[config.mk]
export PLATFORM = sky130hd
export DESIGN_NAME = varicode_encoder
export DESIGN_NICKNAME = d
export VERILOG_FILES = /design/src/rtl/varicode_encoder.sv
export SDC_FILE = /design/constraint.sdc
export NUM_CORES = 1
export LEC_CHECK = 0
export CORE_MARGIN = 5
export CORE_UTILIZATION = 45
export CTS_BUF_LIST = sky130_fd_sc_hd__clkbuf_16
export CTS_CLUSTER_SIZE = 16
export DETAILED_ROUTE_END_ITERATION = 8
export DONT_BUFFER_PORTS = 1
export PLACE_DENSITY = 0.66
export SETUP_SLACK_MARGIN = 0.5
export SYNTH_ARGS = -nofsm -noshare
export SYNTH_HDL_FRONTEND = slang
export SYNTH_SLANG_ARGS = --single-unit
[constraint.sdc]
create_clock -name clk -period 4.3 [get_ports clk]
set_input_delay 0.86 -clock clk [delete_from_list [all_inputs] [get_ports clk]]
set_output_delay 0.86 -clock clk [all_outputs]
set_load 0.005 [all_outputs]
[src/rtl/varicode_encoder.sv]
// PSK31 varicode serializer: accepts ASCII characters and emits their varicode
// MSB-first at the bit rate, followed by a two-zero inter-character gap.
module varicode_encoder #(
    parameter int unsigned SYS_CLK_FREQ = 6_400_000,
    parameter int unsigned BR           = 100,
    parameter bit          IDLE_FILL    = 1'b1
) (
    input  logic       clk,
    input  logic       rst,
    input  logic [7:0] char_in,
    input  logic       char_valid,
    output logic       char_ready,
    output logic       bit_out,
    output logic       bit_valid,
    output logic       busy,
    output logic       char_err
);

    localparam int unsigned BIT_DIV   = SYS_CLK_FREQ / BR;
    localparam logic [31:0] TICK_LAST = 32'(BIT_DIV - 1);

    typedef enum logic [2:0] {
        IDLE,
        LOAD,
        SEND,
        GAP,
        ERR
    } state_t;

    state_t      state;
    state_t      state_next;
    logic [31:0] tick_cnt;
    logic        tick;
    logic [7:0]  char_reg;
    logic [9:0]  shift_reg;
    logic [3:0]  bit_cnt;
    logic        accept;
    logic        emit;
    logic        emit_bit;
    logic [13:0] lut;

    // Returns {length, code left-aligned in 10 bits}. Every varicode starts
    // with a 1, so the length follows from the highest set bit.
    function automatic logic [13:0] varicode(input logic [6:0] c);
        logic [9:0] code;
        logic [9:0] aligned;
        logic [3:0] len;
        code = 10'b0;
        case (c)
            7'h00: code = 10'b1010101011;
            7'h01: code = 10'b1011011011;
            7'h02: code = 10'b1011101101;
            7'h03: code = 10'b1101110111;
            7'h04: code = 10'b1011101011;
            7'h05: code = 10'b1101011111;
            7'h06: code = 10'b1011101111;
            7'h07: code = 10'b1011111101;
            7'h08: code = 10'b1011111111;
            7'h09: code = 10'b11101111;
            7'h0A: code = 10'b11101;
            7'h0B: code = 10'b1101101111;
            7'h0C: code = 10'b1011011101;
            7'h0D: code = 10'b11111;
            7'h0E: code = 10'b1101110101;
            7'h0F: code = 10'b1110101011;
            7'h10: code = 10'b1011110111;
            7'h11: code = 10'b1011110101;
            7'h12: code = 10'b1110101101;
            7'h13: code = 10'b1110101111;
            7'h14: code = 10'b1101011011;
            7'h15: code = 10'b1101101011;
            7'h16: code = 10'b1101101101;
            7'h17: code = 10'b1101010111;
            7'h18: code = 10'b1101111011;
            7'h19: code = 10'b1101111101;
            7'h1A: code = 10'b1110110111;
            7'h1B: code = 10'b1101010101;
            7'h1C: code = 10'b1101011101;
            7'h1D: code = 10'b1110111011;
            7'h1E: code = 10'b1011111011;
            7'h1F: code = 10'b1101111111;
            7'h20: code = 10'b1;
            7'h21: code = 10'b111111111;
            7'h22: code = 10'b101011111;
            7'h23: code = 10'b111110101;
            7'h24: code = 10'b111011011;
            7'h25: code = 10'b1011010101;
            7'h26: code = 10'b1010111011;
            7'h27: code = 10'b101111111;
            7'h28: code = 10'b11111011;
            7'h29: code = 10'b11110111;
            7'h2A: code = 10'b101101111;
            7'h2B: code = 10'b111011111;
            7'h2C: code = 10'b1110101;
            7'h2D: code = 10'b110101;
            7'h2E: code = 10'b1010111;
            7'h2F: code = 10'b110101111;
            7'h30: code = 10'b10110111;
            7'h31: code = 10'b10111101;
            7'h32: code = 10'b11101101;
            7'h33: code = 10'b11111111;
            7'h34: code = 10'b101110111;
            7'h35: code = 10'b101011011;
            7'h36: code = 10'b101101011;
            7'h37: code = 10'b110101101;
            7'h38: code = 10'b110101011;
            7'h39: code = 10'b110110111;
            7'h3A: code = 10'b11110101;
            7'h3B: code = 10'b110111101;
            7'h3C: code = 10'b111101101;
            7'h3D: code = 10'b1010101;
            7'h3E: code = 10'b111010111;
            7'h3F: code = 10'b1010101111;
            7'h40: code = 10'b1010111101;
            7'h41: code = 10'b1111101;
            7'h42: code = 10'b11101011;
            7'h43: code = 10'b10101101;
            7'h44: code = 10'b10110101;
            7'h45: code = 10'b1110111;
            7'h46: code = 10'b11011011;
            7'h47: code = 10'b11111101;
            7'h48: code = 10'b101010101;
            7'h49: code = 10'b1111111;
            7'h4A: code = 10'b111111101;
            7'h4B: code = 10'b101111101;
            7'h4C: code = 10'b11010111;
            7'h4D: code = 10'b10111011;
            7'h4E: code = 10'b11011101;
            7'h4F: code = 10'b10101011;
            7'h50: code = 10'b11010101;
            7'h51: code = 10'b111011101;
            7'h52: code = 10'b10101111;
            7'h53: code = 10'b1101111;
            7'h54: code = 10'b1101101;
            7'h55: code = 10'b101010111;
            7'h56: code = 10'b110110101;
            7'h57: code = 10'b101011101;
            7'h58: code = 10'b101110101;
            7'h59: code = 10'b101111011;
            7'h5A: code = 10'b1010101101;
            7'h5B: code = 10'b111110111;
            7'h5C: code = 10'b111101111;
            7'h5D: code = 10'b111111011;
            7'h5E: code = 10'b1010111111;
            7'h5F: code = 10'b101101101;
            7'h60: code = 10'b1011011111;
            7'h61: code = 10'b1011;
            7'h62: code = 10'b1011111;
            7'h63: code = 10'b101111;
            7'h64: code = 10'b101101;
            7'h65: code = 10'b11;
            7'h66: code = 10'b111101;
            7'h67: code = 10'b1011011;
            7'h68: code = 10'b101011;
            7'h69: code = 10'b1101;
            7'h6A: code = 10'b111101011;
            7'h6B: code = 10'b10111111;
            7'h6C: code = 10'b11011;
            7'h6D: code = 10'b111011;
            7'h6E: code = 10'b1111;
            7'h6F: code = 10'b111;
            7'h70: code = 10'b111111;
            7'h71: code = 10'b110111111;
            7'h72: code = 10'b10101;
            7'h73: code = 10'b10111;
            7'h74: code = 10'b101;
            7'h75: code = 10'b110111;
            7'h76: code = 10'b1111011;
            7'h77: code = 10'b1101011;
            7'h78: code = 10'b11011111;
            7'h79: code = 10'b1011101;
            7'h7A: code = 10'b111010101;
            7'h7B: code = 10'b1010110111;
            7'h7C: code = 10'b110111011;
            7'h7D: code = 10'b1010110101;
            7'h7E: code = 10'b1011010111;
            7'h7F: code = 10'b1110110101;
            default: code = 10'b1;
        endcase
        len = 4'd0;
        for (int i = 0; i < 10; i++) begin
            if (code[i]) len = 4'(i + 1);
        end
        aligned = code << (4'd10 - len);
        return {len, aligned};
    endfunction

    assign tick   = (tick_cnt == TICK_LAST);
    assign accept = char_valid && char_ready;
    assign lut    = varicode(char_reg[6:0]);

    // Bit-rate timebase runs freely so accepts never shift the bit grid
    always_ff @(posedge clk or negedge rst) begin
        if (!rst) begin
            tick_cnt <= 32'd0;
        end else if (tick) begin
            tick_cnt <= 32'd0;
        end else begin
            tick_cnt <= tick_cnt + 32'd1;
        end
    end

    always_ff @(posedge clk or negedge rst) begin
        if (!rst) begin
            state <= IDLE;
        end else begin
            state <= state_next;
        end
    end

    always_comb begin
        state_next = state;
        emit       = 1'b0;
        emit_bit   = 1'b0;
        case (state)
            IDLE: begin
                emit = tick & IDLE_FILL;
                if (accept) state_next = LOAD;
            end
            LOAD: state_next = char_reg[7] ? ERR : SEND;
            SEND: begin
                if (tick) begin
                    emit     = 1'b1;
                    emit_bit = shift_reg[9];
                    if (bit_cnt == 4'd1) state_next = GAP;
                end
            end
            GAP: begin
                if (tick) begin
                    emit = 1'b1;
                    if (bit_cnt == 4'd1) state_next = IDLE;
                end
            end
            ERR:     state_next = IDLE;
            default: state_next = IDLE;
        endcase
    end

    // Outputs are registered from the next state so they line up with it
    always_ff @(posedge clk or negedge rst) begin
        if (!rst) begin
            char_reg   <= 8'd0;
            shift_reg  <= 10'd0;
            bit_cnt    <= 4'd0;
            char_ready <= 1'b0;
            bit_out    <= 1'b0;
            bit_valid  <= 1'b0;
            busy       <= 1'b0;
            char_err   <= 1'b0;
        end else begin
            bit_valid  <= emit;
            bit_out    <= emit_bit;
            char_ready <= (state_next == IDLE);
            busy       <= (state_next inside {LOAD, SEND, GAP});
            char_err   <= (state_next == ERR);
            if (state == IDLE && accept) char_reg <= char_in;
            case (state)
                LOAD: begin
                    if (!char_reg[7]) begin
                        shift_reg <= lut[9:0];
                        bit_cnt   <= lut[13:10];
                    end
                end
                SEND: begin
                    if (tick) begin
                        shift_reg <= {shift_reg[8:0], 1'b0};
                        // bit counter is reused to count the two gap bits
                        bit_cnt   <= (bit_cnt == 4'd1) ? 4'd2 : bit_cnt - 4'd1;
                    end
                end
                GAP: begin
                    if (tick) bit_cnt <= bit_cnt - 4'd1;
                end
                default: ;
            endcase
        end
    end

endmodule

Yosys cells after proc, flatten, opt, wreduce, memory -nomap -nowiden
Memory sizes are Yosys's and may differ from the RTL's.
Index checks and enable logic that the tools add are counted.
{"block": "classes", "add_sub_neg": 3, "n_eq_ne": 12, "shift": 1, "muxes": 30, "reduce_logical": 10}
{"cell": "2-to-1 mux 4 bit", "n": 9}
{"cell": "adder 32 x 1 -> 32 bit, second input constant", "n": 1}
{"cell": "== test 32 x 16 -> 1 bit, second input constant", "n": 1}
{"cell": "2-to-1 mux 32 bit", "n": 1}
{"cell": "2-to-1 mux 3 bit", "n": 8}
{"cell": "2-to-1 mux 10 bit", "n": 2}
{"cell": "one-hot mux 10 bit (2 select lines)", "n": 1}
{"cell": "== test 3 x 2 -> 1 bit, second input constant", "n": 4}
{"cell": "one-hot mux 3 bit (4 select lines)", "n": 1}
{"cell": "one-hot mux 4 bit (3 select lines)", "n": 1}
{"cell": "<< shifter 10 x 4 -> 10 bit", "n": 1}
{"cell": "== test 3 x 1 -> 1 bit, second input constant", "n": 2}
{"cell": "logical NOT 3 bit", "n": 2}
{"cell": "!= test 2 bit, second input constant", "n": 3}
{"cell": "nonzero test 3 bit", "n": 2}
{"cell": "== test 4 x 1 -> 1 bit, second input constant", "n": 1}
{"cell": "2-to-1 mux 1 bit", "n": 4}
{"cell": "2-to-1 mux 2 bit", "n": 2}
{"cell": "AND reduction 4 bit", "n": 1}
{"cell": "subtractor 4 x 1 -> 4 bit, second input constant", "n": 1}
{"cell": "subtractor 4 bit, first input constant", "n": 1}
{"cell": "== test 3 bit, second input constant", "n": 1}
{"cell": "AND reduction 3 bit", "n": 1}
{"cell": "logical AND 1 bit", "n": 2}
{"cell": "3 further kinds", "n": 3}
{"block": "word_totals", "regBits": 62, "mem_bits_ro": 1152, "inputBits": 11, "out_inout_bits": 5, "elab_cells": 67, "memories": 1}
{"name": "(name not given)", "words": 128, "word_bits": 9, "rd": 1, "rd_ports_with_merged_regs": 0, "wr": 0, "line_no": "49", "text": "case (c)"}

Longest topological paths before layout
{"block": "logic_depth", "depth_word": 14, "mapped_depth": 16, "depth_no_buf": 12}

Worst setup path after synthesis
OpenSTA, ideal clock, no wires.
{"block": "synth_path", "path_kind": "register to register", "startpoint": "reg char_reg[1]", "endpoint": "reg shift_reg[7]", "arrival_time_ns": 3.494, "required_ns": 4.173, "setup_slack_ns": 0.680, "stages_incl_launch_ff": 17, "path_buffers": 4, "period_less_slack_ns": 3.620, "cell_sequence": "dfrtp_1 > buf_2 > inv_1 > ha_1 > buf_2 > nand2_1 > a311oi_1 > nor3_1 > a211o_1 > and2_1 > buf_6 > a2111o_1 > and2_1 > buf_6 > or3_1 > a32oi_1 > o22ai_1"}
{"block": "synth_via", "elab_chain_cells": 14}
{"element": "start: declaration", "line_no": "34", "text": "logic [7:0] char_reg;"}
{"element": "start signal: assignment", "line_no": "256", "text": "if (state == IDLE && accept) char_reg <= char_in;"}
{"element": "memory (128 x 9 bit) *"}
{"element": "2-to-1 mux 2 bit (2 in series)", "line_no": "182", "text": "if (code[i]) len = 4'(i + 1);"}
{"element": "2-to-1 mux 3 bit (2 in series)", "line_no": "182"}
{"element": "2-to-1 mux 4 bit (5 in series)", "line_no": "182"}
{"element": "subtractor 4 bit", "line_no": "184", "text": "aligned = code << (4'd10 - len);"}
{"element": "<< shifter 10 x 4 -> 10 bit *", "line_no": "184"}
{"element": "2-to-1 mux 10 bit *", "line_no": "259", "text": "if (!char_reg[7]) begin"}
{"element": "one-hot mux 10 bit (2 select lines) *", "line_no": "257", "text": "case (state)"}
{"element": "end signal: assignment", "line_no": "260", "text": "shift_reg <= lut[9:0];"}
{"element": "end signal: assignment", "line_no": "266", "text": "shift_reg <= {shift_reg[8:0], 1'b0};"}
{"element": "end: declaration", "line_no": "35", "text": "logic [9:0] shift_reg;"}
Every way passes the cells marked *; elsewhere a longest branch is shown, timed or not. The select of a mux whose other input is x is not followed.
A chain may end at the register's enable or synchronous reset.

Final worst setup path
Same ends and word-level chain as after synthesis.

==> summary.txt <==
Detailed routing
  • Final antenna-violating net count: 0
  • DRC violations left: 0
  • Vias: around 4,900
  • Routed wire length: 14.23 mm
  • Initial DRT Pass Iterations: 5
  • Initial drt markers: about 730
  • Routed WL per cell: 19.28 um
  • Via density: about 6.6

Floorplanning
  • Rows: 38
  • Die area: approximately 0.014 mm^2
  • Core area: roughly 0.011 mm^2
  • Initial core utilization: 0.4634
  • I/O pins: 16
  • Width of the die: 116.4 um
  • Die Y: around 120 um

Timing
  • Fmax: between 0.2 and 0.3 GHz
  • Period utilization: 0.8548
  • RSZ-0062 raised after global routing: yes
  • Max transition margin: 0.3361
  • Hold Vio Cnt, Final: 0
  • Hold_ws: between 0.2 and 0.25 ns
  • Clock skew: about 0.0081 ns
  • Worst Max-Slew Pin Slew: 0.9922 ns
  • Final setup vio count: 0
  • Setup TNS: 0 ns
  • Pins Over Slew Limit: 0
  • Crit path time final: around 3.7 ns

Power and ir drop
  • Pwr Density: approximately 230 mW/mm^2
  • Max VDD drop: between 0.2 and 0.25 mV
  • P_leak: ~0.0024 uW
  • Tot Pwr: approximately 1300 uW

Synthesis
  • Post-Syn Area: around 0.0051 mm^2
  • Post-synthesis async set-or-reset flop share: 1.000
  • Post-synthesis simple-gate area fraction: 0.2318
  • Warning count from the yosys run: 0
  • Syn avg cell area: roughly 8.4 um^2
  • Post-synth EDFFs: 0
  • Post-synthesis register bit count: slightly above 60
  • Synth Net Count: approximately 630
  • Post-synthesis mux area share: 0.03368
  • Post-synthesis compound-gate area fraction: 0.2662
  • XOR/XNOR share of the synthesized area: 0.05851
  • Sequential area share after synthesis: 0.3048
  • Top_reg_cell synth: dfrtp_1
  • Post-synthesis cell type count: 78
  • Adder-cell share of the synthesized area: 0.03687
  • Largest family of logic cells by synthesized area: compound AO/OA/AOI/OAI gates
  • Syn Inst Count: just over 600

Clock network
  • Longest Clk Path Bufs: 2
  • Clock edge transition at the registers on the reported setup and hold paths: about 0.050 ns
  • H-tree Lvls: 3
  • Worst-skew pair later-pin latency: 0.33 ns
  • CTS Buf Count: 9
  • CTS tree: built
  • CTS root buffer: clkbuf_16
  • CTS Sinks: between 60 and 70

Setup path
  • CP required: between 4 and 5 ns
  • Top Family by Delay on Critical Path: simple AND/OR/NAND/NOR gates
  • CP Launch Type: flop
  • Slowest stage cell on the critical path: dfrtp_2
  • CP max stage delay: 0.46 ns
  • Critical Path Fanout Max: 11
  • Worst setup EP type: flop
  • Cell Chain, Critical Path: ha_2 > buf_4 > or3_1 > a21oi_1 > nor3_1 > a211o_1 > and2_1 > a2111o_1 > and2_1 > or3_1 > a32oi_1 > o22ai_1
  • WS Path Type: flop to flop
  • Buffers & Inverters on Critical Path: 1
  • Arr. time, crit path: approximately 3.9 ns

Global route
  • GRT overflow: 0
  • Initial antenna violation count: 0
  • Total Routing Usage GR: 0.2102
  • Vias in the first global route: between 4,000 and 5,000
  • Pin count of the biggest net entering global routing: between 60 and 70
  • First-pass GRT wire length: roughly 23 mm

Run status
  • Status: finished clean

Placement
  • Routability cong.: approximately 1
  • Half-perimeter wire length after detailed placement: 9.805 mm
  • I/O Buffers: 0

Final layout
  • Most common cell after layout, fill and taps aside: dfrtp_1
  • Area Overhead vs Synth: 10.64%
  • Commonest non-fill, non-tap cells in the layout: dfrtp_1, nand2_1, nor2_1
  • Final core utilization: 0.5128
  • Layout Nets: about 620
  • Layout fillers: 986
  • Max reg flops: 32
  • Share of cells above drive strength 1: 0.1371
  • Antenna cells: 0

Hold path
  • Hold Path Class: input pin to async pin

Job
  • Max-cap violation count: 0
[report_power, final]
part           switching, uW  leakage (uW)  internal, uW
clock                    250      0.000151           439
combinational              0       0.00146        0.0846
sequential                 0      0.000757           584
[synth_stat cells (all sizes together) (3+ instances only)]
master  number  area [um^2]
nand3b       4        30.03
xor2        15        131.4
buf         29        207.7
o311ai       6        52.55
nor3        13        65.06
nand4        7        43.79
nand2       53        201.5
nand2b      18        112.6
a22oi        3        22.52
nand3       29        150.1
and3        13        81.33
clkbuf      17        63.81
o22ai        5        31.28
or2          8        50.05
mux2         5        56.30
and2         4        25.02
a311oi      10        93.84
a32oi        7        68.82
o31ai        7        52.55
mux2i        7        70.07
a21oi       31        155.2
inv         20        75.07
a211o        4        35.03
a211oi       8        60.06
nor2        46        172.7
and4         3        26.28
xnor2       19        166.4
dfrtp       62         1551
o32ai        6        60.06
nor4         6        37.54
a221oi       4        35.03
nor2b       17        106.4
o21ai       35        175.2
or3          6        37.54
ha          15        187.7
a31oi        4        25.02
o211ai      10        75.07
o221ai       4        35.03
a21o         5        37.54
a22o         4        35.03
o21bai       4        30.03
[routing by layer]
| layer | wire, um | GRT usage |
|---|---|---|
| met4 | 617 | 0.1160 |
| met2 | 6283 | 0.3009 |
| met1 | 6144 | 0.2891 |
| met5 | 0 | 0 |
| met3 | 1181 | 0.05285 |
[kinds of logic after synthesis]
family                     after synthesis
muxes                                   14
AOI/OAI and AO/OA                      184
DFF                                     62
buffers and inverters                   66
adders and majority gates               15
xor gates and xnor gates                34
and+or+nand+nor                        232
[final cells by class]
| cell class | count | area, um^2 | area share |
|---|---|---|---|
| multi-input cells | 479 | 3371 | 0.5985 |
| flip-flops and latches | 62 | 1556 | 0.2764 |
| clock buffers | 9 | 225.2 | 0.03999 |
| well taps | 140 | 175.2 | 0.03110 |
| repair buffers | 21 | 170.2 | 0.03022 |
| inverters | 20 | 75.07 | 0.01333 |
| clock inverters | 7 | 58.81 | 0.01044 |
[timing repair]
action                     CTS  global route
gates resized for setup      9            25
buffers inserted             0             2
hold buffers                 0             0
setup endpoints to repair    8             8
pin swaps                    0             5
[final timing paths]
kind	slack, ns	endpoint	cells after the start	startpoint
setup / recovery	0.62	shift_reg[7]$_DFFE_PN0P_	12	char_reg[1]$_DFFE_PN0P_
hold / removal	0.23	tick_cnt[22]$_DFF_PN0_	0	rst
setup reg to reg	0.62	shift_reg[7]$_DFFE_PN0P_	12	char_reg[1]$_DFFE_PN0P_
hold reg to reg	0.48	tick_cnt[31]$_DFF_PN0_	1	tick_cnt[31]$_DFF_PN0_
max in group asynchronous	3.96	char_reg[3]$_DFFE_PN0P_	0	rst
min in group clk	0.48	tick_cnt[31]$_DFF_PN0_	1	tick_cnt[31]$_DFF_PN0_
[stage by stage]
| step | area, um^2 | setup WS (ns) | instances |
|---|---|---|---|
| after floorplan | 5090 | 0.6795 | 607 |
| after global routing | 5632 | 0.4645 | 738 |
| after global placement | 5167 | 0.4153 | 720 |
| final | 5632 | 0.6242 | 738 |
| after CTS | 5488 | 0.5183 | 736 |
| after detailed placement | 5167 | 0.3221 | 720 |
(Power assumes the default switching activity.)
